`src/rtl/parallel2serial_tx.sv`:
```
// ----------------------------------------------------------------------------
// parallel2serial_tx
//
// Transmitter for the start-pulse serial link.  A WIDTH-bit word is accepted
// from an upstream producer via a valid/ready handshake and sent one bit per
// clock, LSB first.  serial_start marks the cycle carrying bit 0.  At least
// IDLE_GAP zero cycles follow each word so the receiver can raise its
// end-of-conversion flag; tx_done pulses in the first of those cycles.
//
// Optional feature (macro P2S_PARITY_EN): when defined, one extra PARITY
// cycle carrying the even parity (XOR) of the word is sent after the last
// data bit, before the GAP cycles.
//
// Parameters:
//   WIDTH    : word width in bits, 2..16
//   IDLE_GAP : number of GAP cycles after the last bit, >= 1
//
// Ports:
//   clk          in   clock, rising edge
//   rst_n        in   asynchronous active-low reset
//   din          in   parallel word, sampled only on handshake
//   din_valid    in   producer has a word on din
//   din_ready    out  high only in IDLE (combinational from state)
//   serial_start out  registered, high while d_out carries bit 0
//   d_out        out  registered serial data
//   busy         out  registered, high in every state except IDLE
//   tx_done      out  registered, one-cycle pulse after the final serial bit
// ----------------------------------------------------------------------------
module parallel2serial_tx #(
    parameter int WIDTH    = 8,
    parameter int IDLE_GAP = 1
) (
    input  logic             clk,
    input  logic             rst_n,
    input  logic [WIDTH-1:0] din,
    input  logic             din_valid,
    output logic             din_ready,
    output logic             serial_start,
    output logic             d_out,
    output logic             busy,
    output logic             tx_done
);

    localparam int CNT_W = $clog2(WIDTH);
    localparam int GAP_W = (IDLE_GAP > 1) ? $clog2(IDLE_GAP) : 1;

    localparam logic [CNT_W-1:0] BIT_LAST = CNT_W'(WIDTH - 1);
    localparam logic [GAP_W-1:0] GAP_LAST = GAP_W'(IDLE_GAP - 1);

    typedef enum logic [1:0] {
        S_IDLE   = 2'd0,
        S_SHIFT  = 2'd1,
`ifdef P2S_PARITY_EN
        S_PARITY = 2'd3,
`endif
        S_GAP    = 2'd2
    } state_t;

    state_t             r_state;
    state_t             w_state_nxt;

    // r_shreg holds the bits still to be sent; bit 0 is always the next one
    logic [WIDTH-1:0]   r_shreg;
    logic [WIDTH-1:0]   w_shreg_nxt;
    logic [CNT_W-1:0]   r_bit_cnt;
    logic [CNT_W-1:0]   w_bit_cnt_nxt;
    logic [GAP_W-1:0]   r_gap_cnt;
    logic [GAP_W-1:0]   w_gap_cnt_nxt;

    logic               r_serial_start;
    logic               r_d_out;
    logic               r_busy;
    logic               r_tx_done;
    logic               w_start_nxt;
    logic               w_dout_nxt;
    logic               w_busy_nxt;
    logic               w_done_nxt;

`ifdef P2S_PARITY_EN
    logic               r_parity;
    logic               w_parity_nxt;
`endif

    assign din_ready    = (r_state == S_IDLE);
    assign serial_start = r_serial_start;
    assign d_out        = r_d_out;
    assign busy         = r_busy;
    assign tx_done      = r_tx_done;

    // State register
    always_ff @(posedge clk or negedge rst_n) begin
        if (!rst_n) begin
            r_state <= S_IDLE;
        end else begin
            r_state <= w_state_nxt;
        end
    end

    // Next state plus the values the registered outputs take next cycle.
    // Outputs are computed one cycle ahead so that they come straight from
    // flops, which the receiver samples on the same clock.
    always_comb begin
        w_state_nxt   = r_state;
        w_shreg_nxt   = r_shreg;
        w_bit_cnt_nxt = r_bit_cnt;
        w_gap_cnt_nxt = r_gap_cnt;
        w_start_nxt   = 1'b0;
        w_dout_nxt    = 1'b0;
        w_busy_nxt    = 1'b1;
        w_done_nxt    = 1'b0;
`ifdef P2S_PARITY_EN
        w_parity_nxt  = r_parity;
`endif

        case (r_state)
            S_IDLE: begin
                w_busy_nxt = 1'b0;
                if (din_valid) begin
                    // bit 0 goes straight to d_out; the rest wait in r_shreg
                    w_state_nxt   = S_SHIFT;
                    w_shreg_nxt   = {1'b0, din[WIDTH-1:1]};
                    w_bit_cnt_nxt = '0;
                    w_start_nxt   = 1'b1;
                    w_dout_nxt    = din[0];
                    w_busy_nxt    = 1'b1;
`ifdef P2S_PARITY_EN
                    w_parity_nxt  = ^din;
`endif
                end
            end

            S_SHIFT: begin
                if (r_bit_cnt == BIT_LAST) begin
`ifdef P2S_PARITY_EN
                    w_state_nxt   = S_PARITY;
                    w_dout_nxt    = r_parity;
`else
                    w_state_nxt   = S_GAP;
                    w_gap_cnt_nxt = '0;
                    w_done_nxt    = 1'b1;
`endif
                end else begin
                    w_bit_cnt_nxt = r_bit_cnt + CNT_W'(1);
                    w_dout_nxt    = r_shreg[0];
                    w_shreg_nxt   = {1'b0, r_shreg[WIDTH-1:1]};
                end
            end

`ifdef P2S_PARITY_EN
            S_PARITY: begin
                w_state_nxt   = S_GAP;
                w_gap_cnt_nxt = '0;
                w_done_nxt    = 1'b1;
            end
`endif

            S_GAP: begin
                if (r_gap_cnt == GAP_LAST) begin
                    w_state_nxt = S_IDLE;
                    w_busy_nxt  = 1'b0;
                end else begin
                    w_gap_cnt_nxt = r_gap_cnt + GAP_W'(1);
                end
            end

            default: begin
                w_state_nxt = S_IDLE;
                w_busy_nxt  = 1'b0;
            end
        endcase
    end

    // Datapath, counters and registered outputs
    always_ff @(posedge clk or negedge rst_n) begin
        if (!rst_n) begin
            r_shreg        <= '0;
            r_bit_cnt      <= '0;
            r_gap_cnt      <= '0;
            r_serial_start <= 1'b0;
            r_d_out        <= 1'b0;
            r_busy         <= 1'b0;
            r_tx_done      <= 1'b0;
`ifdef P2S_PARITY_EN
            r_parity       <= 1'b0;
`endif
        end else begin
            r_shreg        <= w_shreg_nxt;
            r_bit_cnt      <= w_bit_cnt_nxt;
            r_gap_cnt      <= w_gap_cnt_nxt;
            r_serial_start <= w_start_nxt;
            r_d_out        <= w_dout_nxt;
            r_busy         <= w_busy_nxt;
            r_tx_done      <= w_done_nxt;
`ifdef P2S_PARITY_EN
            r_parity       <= w_parity_nxt;
`endif
        end
    end

endmodule

```
`config.mk`:
```
export PLATFORM = sky130hd
export DESIGN_NAME = parallel2serial_tx
export DESIGN_NICKNAME = d
export VERILOG_FILES = /design/src/rtl/parallel2serial_tx.sv
export SDC_FILE = /design/constraint.sdc
export NUM_CORES = 1
export LEC_CHECK = 0
export CORE_MARGIN = 2
export CORE_UTILIZATION = 58
export DETAILED_ROUTE_END_ITERATION = 16
export DONT_BUFFER_PORTS = 1
export PLACE_DENSITY = 0.74
export RECOVER_POWER = 50
export SETUP_SLACK_MARGIN = 0.5
export SLEW_MARGIN = 40
export SYNTH_ARGS = -nofsm -noshare
export SYNTH_HDL_FRONTEND = slang
export SYNTH_SLANG_ARGS = --single-unit
```
`constraint.sdc`:
```
create_clock -name clk -period 2 [get_ports clk]
set_input_delay 0.2 -clock clk [delete_from_list [all_inputs] [get_ports clk]]
set_output_delay 0.2 -clock clk [all_outputs]
set_load 0.02 [all_outputs]
```
==> flow_summary_export.csv <==
group,metric,value,unit
status,run_status,"complete, no violations",
global_routing,grt.overflow.total,0,
critical_path,critPathCaptureType,"flop",
die,placementRows,13,
placed_design,detailedPlacementHpwl,893,um
timing,setup_tns,0,ps
drt,drt-wirelength-per-cell,15.9,um
critical_path,worstSetupStartpointType,"flop",
die,initial_utilization,0.603,
yosys,ys_ff_latch,16,
clock_tree,root_buffer,"sky130_fd_sc_hd__clkbuf_4",
yosys,part_of_the_yosys_area_used_for_sequential_elements,0.524,
timing,grt_setup_unrepaired,"true",
yosys,post_synth_inst_count,54,
timing,final.setup_skew,1.06,ps
critical_path,source_of_the_worst_register_to_register_timing_path,"r_bit_cnt[0]",
timing,post_route_minimum_period,1600,ps
drt,drt_iter0_markers,10,
drt,dr.pass1.iters,3,
die,floorplan.die_area,1620,sq um
global_routing,initial_antenna_violation_count,0,
die,die_h,40.3,um
clock_tree,insertion_delay,280,ps
critical_path,cp-startpoint,"r_bit_cnt[0]",
timing,tightest_slew,686,ps
timing,setup_violations,0,
clock_tree,clock_path_buffers,2,
clock_tree,cts_tree,"built",
critical_path,crit_type,"reg -> reg",
drt,drt_via_density,5.46,
finish,finalNonFillerCells,84,
die,die_w,40.3,um
finish,layout-drive-gt1-share,0.507,
timing,slew_viol_final,0,
timing,timing.slew.headroom,0.541,
drt,route.final.wire_length,1340,um
global_routing,first_global_vias,454,
die,io_pins,16,
placed_design,dpl.cell_count,68,
clock_tree,numClockSinks,16,
global_routing,gr-usage-all-layers,0.193,
clock_tree,tritoncts.num_buffers,3,
yosys,netlist_area,764,sq um
die,core_area,1270,sq um
critical_path,critical_path.max_fanout,6,
critical_path,worstPathArrival,1770,ps
global_routing,wire_length_of_the_first_global_routing_pass,1970,um
hold_path,startpoint_of_the_tightest_hold_check_path,"din[7]",
yosys,synth_cell_types,17,
pwr,pwr_density_cell,1810,nW/um^2
hold_path,hold_path.class,"in -> reg",
critical_path,critical_path_required,2170,ps
global_routing,grt_max_degree,17,
clock_tree,clkSlewWorstSetupHoldPaths,90,ps
timing,finalHoldViolCount,0,
pwr,peakVddDrop,1.00,mV
yosys,syn_avg_cell_area,14.2,sq um
yosys,synth_nets,67,
job,max-cap-violations,0,
drt,post-route-drc-count,0,
drt,antenna_viol_nets_final,0,
finish,layout.nets,83,
finish,fillerInstances,77,
timing,max_clock_freq,624,MHz
placed_design,gp_congestion,0.686,
pwr,power_leakage,0.493,nW
clock_tree,cts.htree.levels,1,
drt,via_count,459,
finish,num_antenna_cells,0,
timing,period_share,0.801,
placed_design,placement.io_buffers,0,
yosys,yosysWarningCount,0,
pwr,design_power_total,1.70,mW
finish,syn_to_final_growth,22.7,%
finish,fin_util,0.740,
==> routing by layer <==
layer / track usage / routed length (um)
met1: 0.230 / 560
met2: 0.355 / 709
met3: 0.0333 / 66
met4: 0.0500 / 0
met5: 0 / 0
==> cells by family (layout without fill, tap and decap cells) <==
logic type / count (synthesis) / in the layout / synth area share
adders and majority gates: 2 / 2 / 0.0327
and+or+nand+nor: 13 / 13 / 0.0933
AOI/OAI and AO/OA: 3 / 3 / 0.0393
muxes: 15 / 15 / 0.267
DFF: 16 / 16 / 0.524
buffers and inverters: 5 / 20 / 0.0442
==> final cells by class <==
class | count | area (sq um) | area share
Sequential cell | 16 | 400 | 0.427
Multi-Input combinational cell | 33 | 360 | 0.384
Timing Repair Buffer | 13 | 111 | 0.119
Clock buffer | 4 | 36.3 | 0.0387
Tap cell | 15 | 18.8 | 0.0200
Inverter | 3 | 11.3 | 0.0120
==> timing repair <==
| item | 4_1_cts | 5_1_grt |
|---|---|---|
| cloned | 1 | 0 |
| hold buffers | 1 | 0 |
| pin swaps | 2 | 1 |
| hold endpoints to repair | 16 | 0 |
| gates resized for setup | 3 | 2 |
| setup endpoints to repair | 8 | 9 |
| buffers inserted | 3 | 7 |
==> power by group <==
| part | switching [mW] | internal, mW |
|---|---|---|
| clock | 0.0991 | 0.111 |
| combinational | 0.323 | 0.586 |
| sequential | 0.123 | 0.453 |
==> cells in the final DEF, fill, tap and decap left out, types with 2 or more instances in the layout <==
cell	netlist	final
sky130_fd_sc_hd__dfrtp_1	16	16
sky130_fd_sc_hd__mux2_4	10	12
sky130_fd_sc_hd__buf_4	0	9
sky130_fd_sc_hd__nor2_1	4	4
sky130_fd_sc_hd__nand2_1	4	4
sky130_fd_sc_hd__inv_1	3	3
sky130_fd_sc_hd__clkbuf_4	0	3
sky130_fd_sc_hd__buf_6	2	3
sky130_fd_sc_hd__and2_2	2	2
sky130_fd_sc_hd__mux2i_1	2	2
==> synth_stat cells <==
master,n,area [sq um]
sky130_fd_sc_hd__dfrtp_1,16,400
sky130_fd_sc_hd__mux2_4,10,150
sky130_fd_sc_hd__nand2_1,4,15.0
sky130_fd_sc_hd__nor2_1,4,15.0
sky130_fd_sc_hd__inv_1,3,11.3
sky130_fd_sc_hd__and2_2,2,15.0
sky130_fd_sc_hd__buf_6,2,22.5
sky130_fd_sc_hd__ha_1,2,25.0
sky130_fd_sc_hd__mux2_2,2,22.5
sky130_fd_sc_hd__mux2i_1,2,20.0
sky130_fd_sc_hd__a211oi_2,1,12.5
sky130_fd_sc_hd__and2_1,1,6.26
sky130_fd_sc_hd__mux2_1,1,11.3
sky130_fd_sc_hd__nor2b_1,1,6.26
sky130_fd_sc_hd__nor2b_4,1,13.8
sky130_fd_sc_hd__o22a_1,1,8.76
sky130_fd_sc_hd__o2bb2ai_1,1,8.76
==> worst max-delay path, stage by stage (launching register included) <==
cell and delay [ps]:
sky130_fd_sc_hd__dfrtp_1 400, sky130_fd_sc_hd__ha_2 200, sky130_fd_sc_hd__ha_4 160, sky130_fd_sc_hd__a211oi_4 250, sky130_fd_sc_hd__buf_6 180, sky130_fd_sc_hd__mux2_4 300
==> per-stage QoR <==
step                setup slack [ps]  hold slack [ps]  area [sq um]
global route                     339             42.6           938
global placement                 393            -95.2           795
floorplan                        461            -95.6           791
detailed placement               347            -95.3           795
finish                           399             43.7           938
CTS                              387             45.2           878
==> final timing paths <==
path                                endpoint  slack (ps)  cells after the start
worst min-delay path              r_shreg[6]          40                      1
max in group asynchronous       r_bit_cnt[2]        1170                      1
worst max register to register    r_shreg[0]         400                      5
worst min register to register    r_shreg[1]         520                      1
worst max-delay path              r_shreg[0]         400                      5
min in group asynchronous              d_out         390                      1
==> sequential cells by signal (all words and copies together) (netlist names) <==
register	count
serial_start	1
busy	1
r_state	2
r_shreg	7
r_bit_cnt	3
tx_done	1
d_out	1
No activity file was read; power rests on OpenSTA's default activity.
